$ cat config.mk
export PLATFORM = sky130hd
export DESIGN_NAME = rate_mult_gen_flat
export DESIGN_NICKNAME = d
export VERILOG_FILES = /design/src/rtl/rate_mult_gen_if.sv /design/src/rtl/rate_mult_gen.sv /design/src/flat_wrapper.sv
export SDC_FILE = /design/constraint.sdc
export NUM_CORES = 1
export LEC_CHECK = 0
export CAP_MARGIN = 20
export CORE_AREA = 2 2 40 42
export DETAILED_ROUTE_END_ITERATION = 10
export DIE_AREA = 0 0 42 44
export GPL_TIMING_DRIVEN = 0
export MAX_ROUTING_LAYER = met4
export PLACE_DENSITY = 0.77
export SLEW_MARGIN = 20
export SYNTH_ARGS = -nofsm -noshare
export SYNTH_HDL_FRONTEND = slang
export SYNTH_SLANG_ARGS = --single-unit
$ cat constraint.sdc
create_clock -name C -period 3 [get_ports C]
set_input_delay 0.45 -clock C [delete_from_list [all_inputs] [get_ports C]]
set_output_delay 0.45 -clock C [all_outputs]
set_load 0.1 [all_outputs]
$ cat src/rtl/rate_mult_gen_if.sv
// Bus bundle for rate_mult_gen: count/strobe enables, per-channel rates,
// cascade inputs and the pulse/enable outputs. Clock and reset stay outside.
interface rate_mult_gen_if #(
  parameter int unsigned W  = 6,
  parameter int unsigned CH = 1
);
  logic            V;     // count enable, active low
  logic            T;     // output strobe, active low
  logic [CH*W-1:0] Vnum;  // channel n rate in [n*W +: W]
  logic [CH-1:0]   CI;    // cascade in, active high
  logic [CH-1:0]   Z;     // registered pulse out
  logic [CH-1:0]   Y;     // Z | CI
  logic            P;     // count-enable out, active low

  // Driver side (testbench or upstream logic)
  modport master (
    output V, T, Vnum, CI,
    input  Z, Y, P
  );

  // Rate multiplier side
  modport slave (
    input  V, T, Vnum, CI,
    output Z, Y, P
  );
endinterface

$ cat src/rtl/rate_mult_gen.sv
// Synchronous binary rate multiplier. A shared W-bit counter walks 0..2^W-1;
// at each enabled step the lowest clear counter bit k selects rate bit W-1-k,
// so rate bit j fires 2^j evenly spaced times per period. Channels share the
// counter and differ only in their rate word.
module rate_mult_gen #(
  parameter int unsigned W          = 6,
  parameter int unsigned CH         = 1,
  parameter int unsigned RATE_LATCH = 1
) (
  input logic           C,
  input logic           R,
  rate_mult_gen_if.slave bus
);

  logic [W-1:0]    cnt_q;
  logic [CH-1:0]   z_q;
  logic [CH*W-1:0] rate_eff;
  logic [W-1:0]    low_zero;
  logic [CH-1:0]   hit;
  logic            cnt_full;
  logic            count_en;

  assign cnt_full = &cnt_q;
  assign count_en = ~bus.V;

  // One-hot of the lowest clear bit; the carry of cnt+1 stops exactly there.
  // All ones rolls over to zero, giving no selected bit and hence no hit.
  assign low_zero = ~cnt_q & (cnt_q + 1'b1);

  // Rate source: frozen per period, or the live input word.
  if (RATE_LATCH != 0) begin : g_latch
    logic [CH*W-1:0] rate_q;

    // Capture the rate at reset and on the wrap step so a new value starts at cnt=0.
    always_ff @(posedge C) begin
      if (R) begin
        rate_q <= bus.Vnum;
      end else if (count_en && cnt_full) begin
        rate_q <= bus.Vnum;
      end
    end

    assign rate_eff = rate_q;
  end else begin : g_live
    assign rate_eff = bus.Vnum;
  end

  // Per-channel hit: low counter bit k pairs with high rate bit W-1-k.
  always_comb begin
    hit = '0;
    for (int n = 0; n < CH; n++) begin
      for (int i = 0; i < W; i++) begin
        if (low_zero[i] && rate_eff[n*W + (W-1-i)]) begin
          hit[n] = 1'b1;
        end
      end
    end
  end

  // Shared counter: advances while enabled, wraps naturally at 2^W.
  always_ff @(posedge C) begin
    if (R) begin
      cnt_q <= '0;
    end else if (count_en) begin
      cnt_q <= cnt_q + 1'b1;
    end
  end

  // Pulse register: a hit gated by both enables becomes a one-cycle pulse.
  always_ff @(posedge C) begin
    if (R) begin
      z_q <= '0;
    end else begin
      z_q <= hit & {CH{count_en & ~bus.T}};
    end
  end

  // Outputs: P goes low only on the enabled terminal step so a downstream
  // stage advances once per upstream period; Y merges a cascaded stage.
  assign bus.Z = z_q;
  assign bus.Y = z_q | bus.CI;
  assign bus.P = ~(count_en & cnt_full);

endmodule

$ cat src/flat_wrapper.sv
// flat-port wrapper written by rule: the top's interface ports become plain ports
module rate_mult_gen_flat 
#(
  parameter int unsigned W          = 6,
  parameter int unsigned CH         = 1,
  parameter int unsigned RATE_LATCH = 1
)
  (C, R, bus_V, bus_T, bus_Vnum, bus_CI, bus_Z, bus_Y, bus_P);
  rate_mult_gen_if #(.W(W), .CH(CH)) bus_i ();
  input logic C;
  input logic R;
  input wire logic [$bits(bus_i.V)-1:0] bus_V;
  input wire logic [$bits(bus_i.T)-1:0] bus_T;
  input wire logic [$bits(bus_i.Vnum)-1:0] bus_Vnum;
  input wire logic [$bits(bus_i.CI)-1:0] bus_CI;
  output wire logic [$bits(bus_i.Z)-1:0] bus_Z;
  output wire logic [$bits(bus_i.Y)-1:0] bus_Y;
  output wire logic [$bits(bus_i.P)-1:0] bus_P;
  assign bus_i.V = bus_V;
  assign bus_i.T = bus_T;
  assign bus_i.Vnum = bus_Vnum;
  assign bus_i.CI = bus_CI;
  assign bus_Z = bus_i.Z;
  assign bus_Y = bus_i.Y;
  assign bus_P = bus_i.P;
  rate_mult_gen #(.W(W), .CH(CH), .RATE_LATCH(RATE_LATCH)) u_core (.C(C), .R(R), .bus(bus_i));
endmodule
Word-level counts from Yosys, hierarchy flattened:

Cells that the tools add are included.

* $add $sub $neg: 1
* $mul: 0
* divide/modulo/power cells: 0
* $lt $le $gt $ge: 0
* equal/unequal tests: 0
* shift operators: 0
* mux-type cells: 8
* bitwise logic cells: 9
* reductions and logical operators: 9

Operators by type and width (count)
* 6-bit 2-to-1 mux: 2
* 1-bit logical AND: 7
* 6-bit by 1-bit adder with 6-bit output (second input constant): 1
* 6-bit AND: 1
* 1-bit 2-to-1 mux: 6
* 6-bit inverter: 1
* 6-bit AND reduction: 1
* 1-bit AND: 3
* 1-bit inverter: 3
* 2-bit nonzero test: 1
* 1-bit bitwise OR: 1

* register bits: 13
* bits in latches: 0
* bits in writable memories: 0
* bits in read-only memories: 0
* bits of input ports: 11
* logic and storage cells: 30
* memories kept: 0

Depth between registers and ports, before layout:

* depth after elaboration: 10
* gate-level depth with buffers: 6
* depth with buffers taken out: 6

Worst setup path after synthesis:

No wires, ideal clock.

* path kind: reg-to-output
* start: reg u_core.z_q, in the netlist u_core.bus.Z
* end: out bus_Y
* arrival time: 1503 ps
* slack: 1047 ps
* stages on the path, launching flop included: 2
* buffers on the path: 0
* cells stage by stage: dfxtp_1 or2_2

* longest elaborated chain between the ends: 1

RTL lines
* from (decl): line rate_mult_gen.sv:16 `logic [CH-1:0] z_q;`
* from (signal assigned): line rate_mult_gen.sv:74 `z_q <= hit & {CH{count_en & ~bus.T}};`
* 1-bit bitwise OR: line rate_mult_gen.sv:81 `assign bus.Y = z_q | bus.CI;`
* to (decl): line flat_wrapper.sv:17 `output wire logic [$bits(bus_i.Y)-1:0] bus_Y;`

No other way between the ends.

Final worst setup path:

* start: in bus_V
* end: out bus_P

* longest elaborated chain between the ends: 3

RTL lines
* from (decl): line flat_wrapper.sv:12 `input wire logic [$bits(bus_i.V)-1:0] bus_V;`
* 1-bit inverter: line rate_mult_gen.sv:24 `assign count_en = ~bus.V;`
* 1-bit AND: line rate_mult_gen.sv:82 `assign bus.P = ~(count_en & cnt_full);`
* 1-bit inverter: line rate_mult_gen.sv:82
* to (decl): line flat_wrapper.sv:18 `output wire logic [$bits(bus_i.P)-1:0] bus_P;`

No other way between the ends.

==> results.sh <==
export IMPL_slew_violations=0
export IMPL_endpoint_kind="output port"
export IMPL_drc_errors=0
export IMPL_route_vias_total=445
export IMPL_period_share_pct=94.2
export IMPL_wire_per_inst_um=11.3
export IMPL_comb_power_share_pct=13.1
export IMPL_yosys_area_top_type="edfxtp_1"
export IMPL_yosysWarnings=0
export IMPL_drtIter0Drc=8
export IMPL_antenna_cells=0
export IMPL_maxCapViolations=0
export IMPL_p_clk_share_pct=30.7
export IMPL_setup_ws_ns=0.173
export IMPL_p_switching_mw=0.0882
export IMPL_cts_tree="built"
export IMPL_fillers=127
export IMPL_cp_required_ns=2.55
export IMPL_met2_usage_pct=22.5
export IMPL_ys_flop_type="dfxtp_1"
export IMPL_status="complete, no violations"
export IMPL_numClockSinks=13
export IMPL_synthCells=56
export IMPL_fmax_mhz=354
export IMPL_antenna_found_initial=0
export IMPL_min_period_ns=2.83
export IMPL_first_pass_iters=4
export IMPL_hold_end="u_core.cnt_q[4]"
export IMPL_nets=90
export IMPL_ys_seq_area_share_pct=53.3
export IMPL_p_total_mw=0.352
export IMPL_synthTopCellsByArea="edfxtp_1, dfxtp_1, ha_1"
export IMPL_slew_headroom_pct=35.8
export IMPL_grt_usage_pct=13.8
export IMPL_powerDensity_nw_per_um2=458
export IMPL_tns_ns=0
export IMPL_grt_pass1_vias=438
export IMPL_grt_start_max_net_pins=11
export IMPL_met1_usage_pct=13.3
export IMPL_synth_top_area_share_pct=30.0
export IMPL_ff2ff_path_depth=6
export IMPL_numPortBuffers=12
export IMPL_cts_root_buf="clkbuf_4"
export IMPL_worstPathArrival_ns=2.38
export IMPL_setup_violations=0
export IMPL_fp_dieH_um=44
export IMPL_drive_above_1_share_pct=15.3
export IMPL_p_int_mw=0.264
export IMPL_synth_edf_count=6
export IMPL_worst_pin_slew_ns=0.960
export IMPL_skew_ns=0.0136
export IMPL_clk_pin_slew_worst_paths_ns=0.09
export IMPL_cp_start_kind="primary input"
export IMPL_core_area_um2=1420
export IMPL_cts_setup_buffers=0
export IMPL_rsz0062_at_grt="false"
export IMPL_r2r_start="u_core.cnt_q[0]"
export IMPL_die_width_um=42
export IMPL_avgSynthCellArea_um2=10.7
export IMPL_crit_type="in -> out"
export IMPL_layout_commonest_cell="clkdlybuf4s50_1"
export IMPL_hp_start="R"
export IMPL_post_cts_resized=0
export IMPL_clk_latency_ns=0.28
export IMPL_start_util_pct=42.3
export IMPL_areaGrowthSynthToFinish_pct=27.9
export IMPL_total_leakage_power_nw=0.288
export IMPL_final_core_util_pct=54.1
export IMPL_ys_seq_elements=13
export IMPL_io_pins=14
export IMPL_grt_pass1_wl_mm=1.73
export IMPL_synth_fp_nets=73
export IMPL_busiest_layer="met2"
export IMPL_async_flop_share_pct=0
export IMPL_dpl_hpwl_um=794
export IMPL_critical_path_max_fanout=4
export IMPL_cts_max_path_buffers=2
export IMPL_hold_path_class="in -> reg"
export IMPL_ctsHtreeMaxLevel=1
export IMPL_rows=14
export IMPL_timing_rr_end="u_core.bus.Z"
export IMPL_cts_made_buffers=3
export IMPL_post_place_ws_ns=0.175
export IMPL_power_frac_seq_pct=56.2
export IMPL_rrSetupSlack_ns=1.48
export IMPL_via_per_inst=5.06
export IMPL_routed_wl_um=998
export IMPL_hold_viol_final=0
export IMPL_overflow=0
export IMPL_yosysUniqueCellTypes=20
export IMPL_gp_congestion=0.808
export IMPL_final_cell_mix="clkdlybuf4s50_1, nor2_1, dfxtp_1"
export IMPL_dieArea_um2=1850
export IMPL_use_met3_pct=4.17
export IMPL_ant_nets=0
export IMPL_netlist_area_um2=601
export IMPL_vdd_drop_max_uv=304
export IMPL_swShare_pct=25.0
export IMPL_min_path_cells=2
export IMPL_hold_buffers=0
worst max path at each step:
stage                     depth (start not counted)  endpoint    startpoint  slack (ns)
after floorplan                                   1     bus_Y  u_core.bus.Z        1.05
after global placement                            3     bus_P         bus_V        0.20
after detailed placement                          3     bus_P         bus_V        0.18
after CTS                                         3     bus_P         bus_V        0.18
after global routing                              3     bus_P         bus_V        0.15
final                                             3     bus_P         bus_V        0.17
sequential cells by signal, summed over array words and instances (netlist names):
register	count
u_core.bus.Z	1
u_core.cnt_q	6
u_core.g_latch.rate_q	6
synthesized netlist by cell type (2+ instances only):
| cell | n |
|---|---|
| nor2_1 | 11 |
| dfxtp_1 | 7 |
| edfxtp_1 | 6 |
| ha_1 | 6 |
| inv_1 | 6 |
| a21oi_1 | 5 |
| nor3_1 | 2 |
worst max-delay path, cell delays in order:
cell and delay [ns]:
clkdlybuf4s50_1 0.51, or3_4 0.44, clkdlybuf4s50_1 0.97
routing by layer:
metal | routed length (um) | share of wire, %
met1 | 428 | 43
met2 | 477 | 48
met3 | 60 | 6.0
met4 | 31 | 3.1
met5 | 0 | 0
through the flow:
| step | cell area (um2) | instances | hold WS, ns |
|---|---|---|---|
| 2_1_floorplan | 601 | 56 | 0.476 |
| 3_3_place_gp | 741 | 84 | 0.505 |
| 3_5_place_dp | 741 | 84 | 0.513 |
| 4_1_cts | 768 | 88 | 0.527 |
| 5_1_grt | 768 | 88 | 0.542 |
| 6_report | 768 | 88 | 0.511 |
power groups by stage:
stage | logic [mW] | clock network (mW) | registers (mW)
after global placement | 0.0456 | 0 | 0.202
final | 0.0461 | 0.108 | 0.198
after CTS | 0.0467 | 0.111 | 0.198
after floorplan | 0.0244 | 0 | 0.204
after global routing | 0.0502 | 0.121 | 0.199
after detailed placement | 0.0465 | 0 | 0.202
cell type report:
class                           count  area [um2]  area share, %
Clock buffer                        3        22.5           2.93
Inverter                            6        22.5           2.93
Buffer                              2        8.76           1.14
Timing Repair Buffer               12         120           15.6
Multi-Input combinational cell     35         249           32.4
Clock inverter                      1        5.00          0.651
Tap cell                           16        20.0           2.61
Sequential cell                    13         320           41.7
cells by family after synthesis:
family | synth area share (%)
DFF | 53.3
xor gates and xnor gates | 1.46
and+or+nand+nor | 15.6
adders and majority gates | 12.5
AOI/OAI and AO/OA | 11.9
buffers and inverters | 5.21
(Power assumes the default switching activity.)
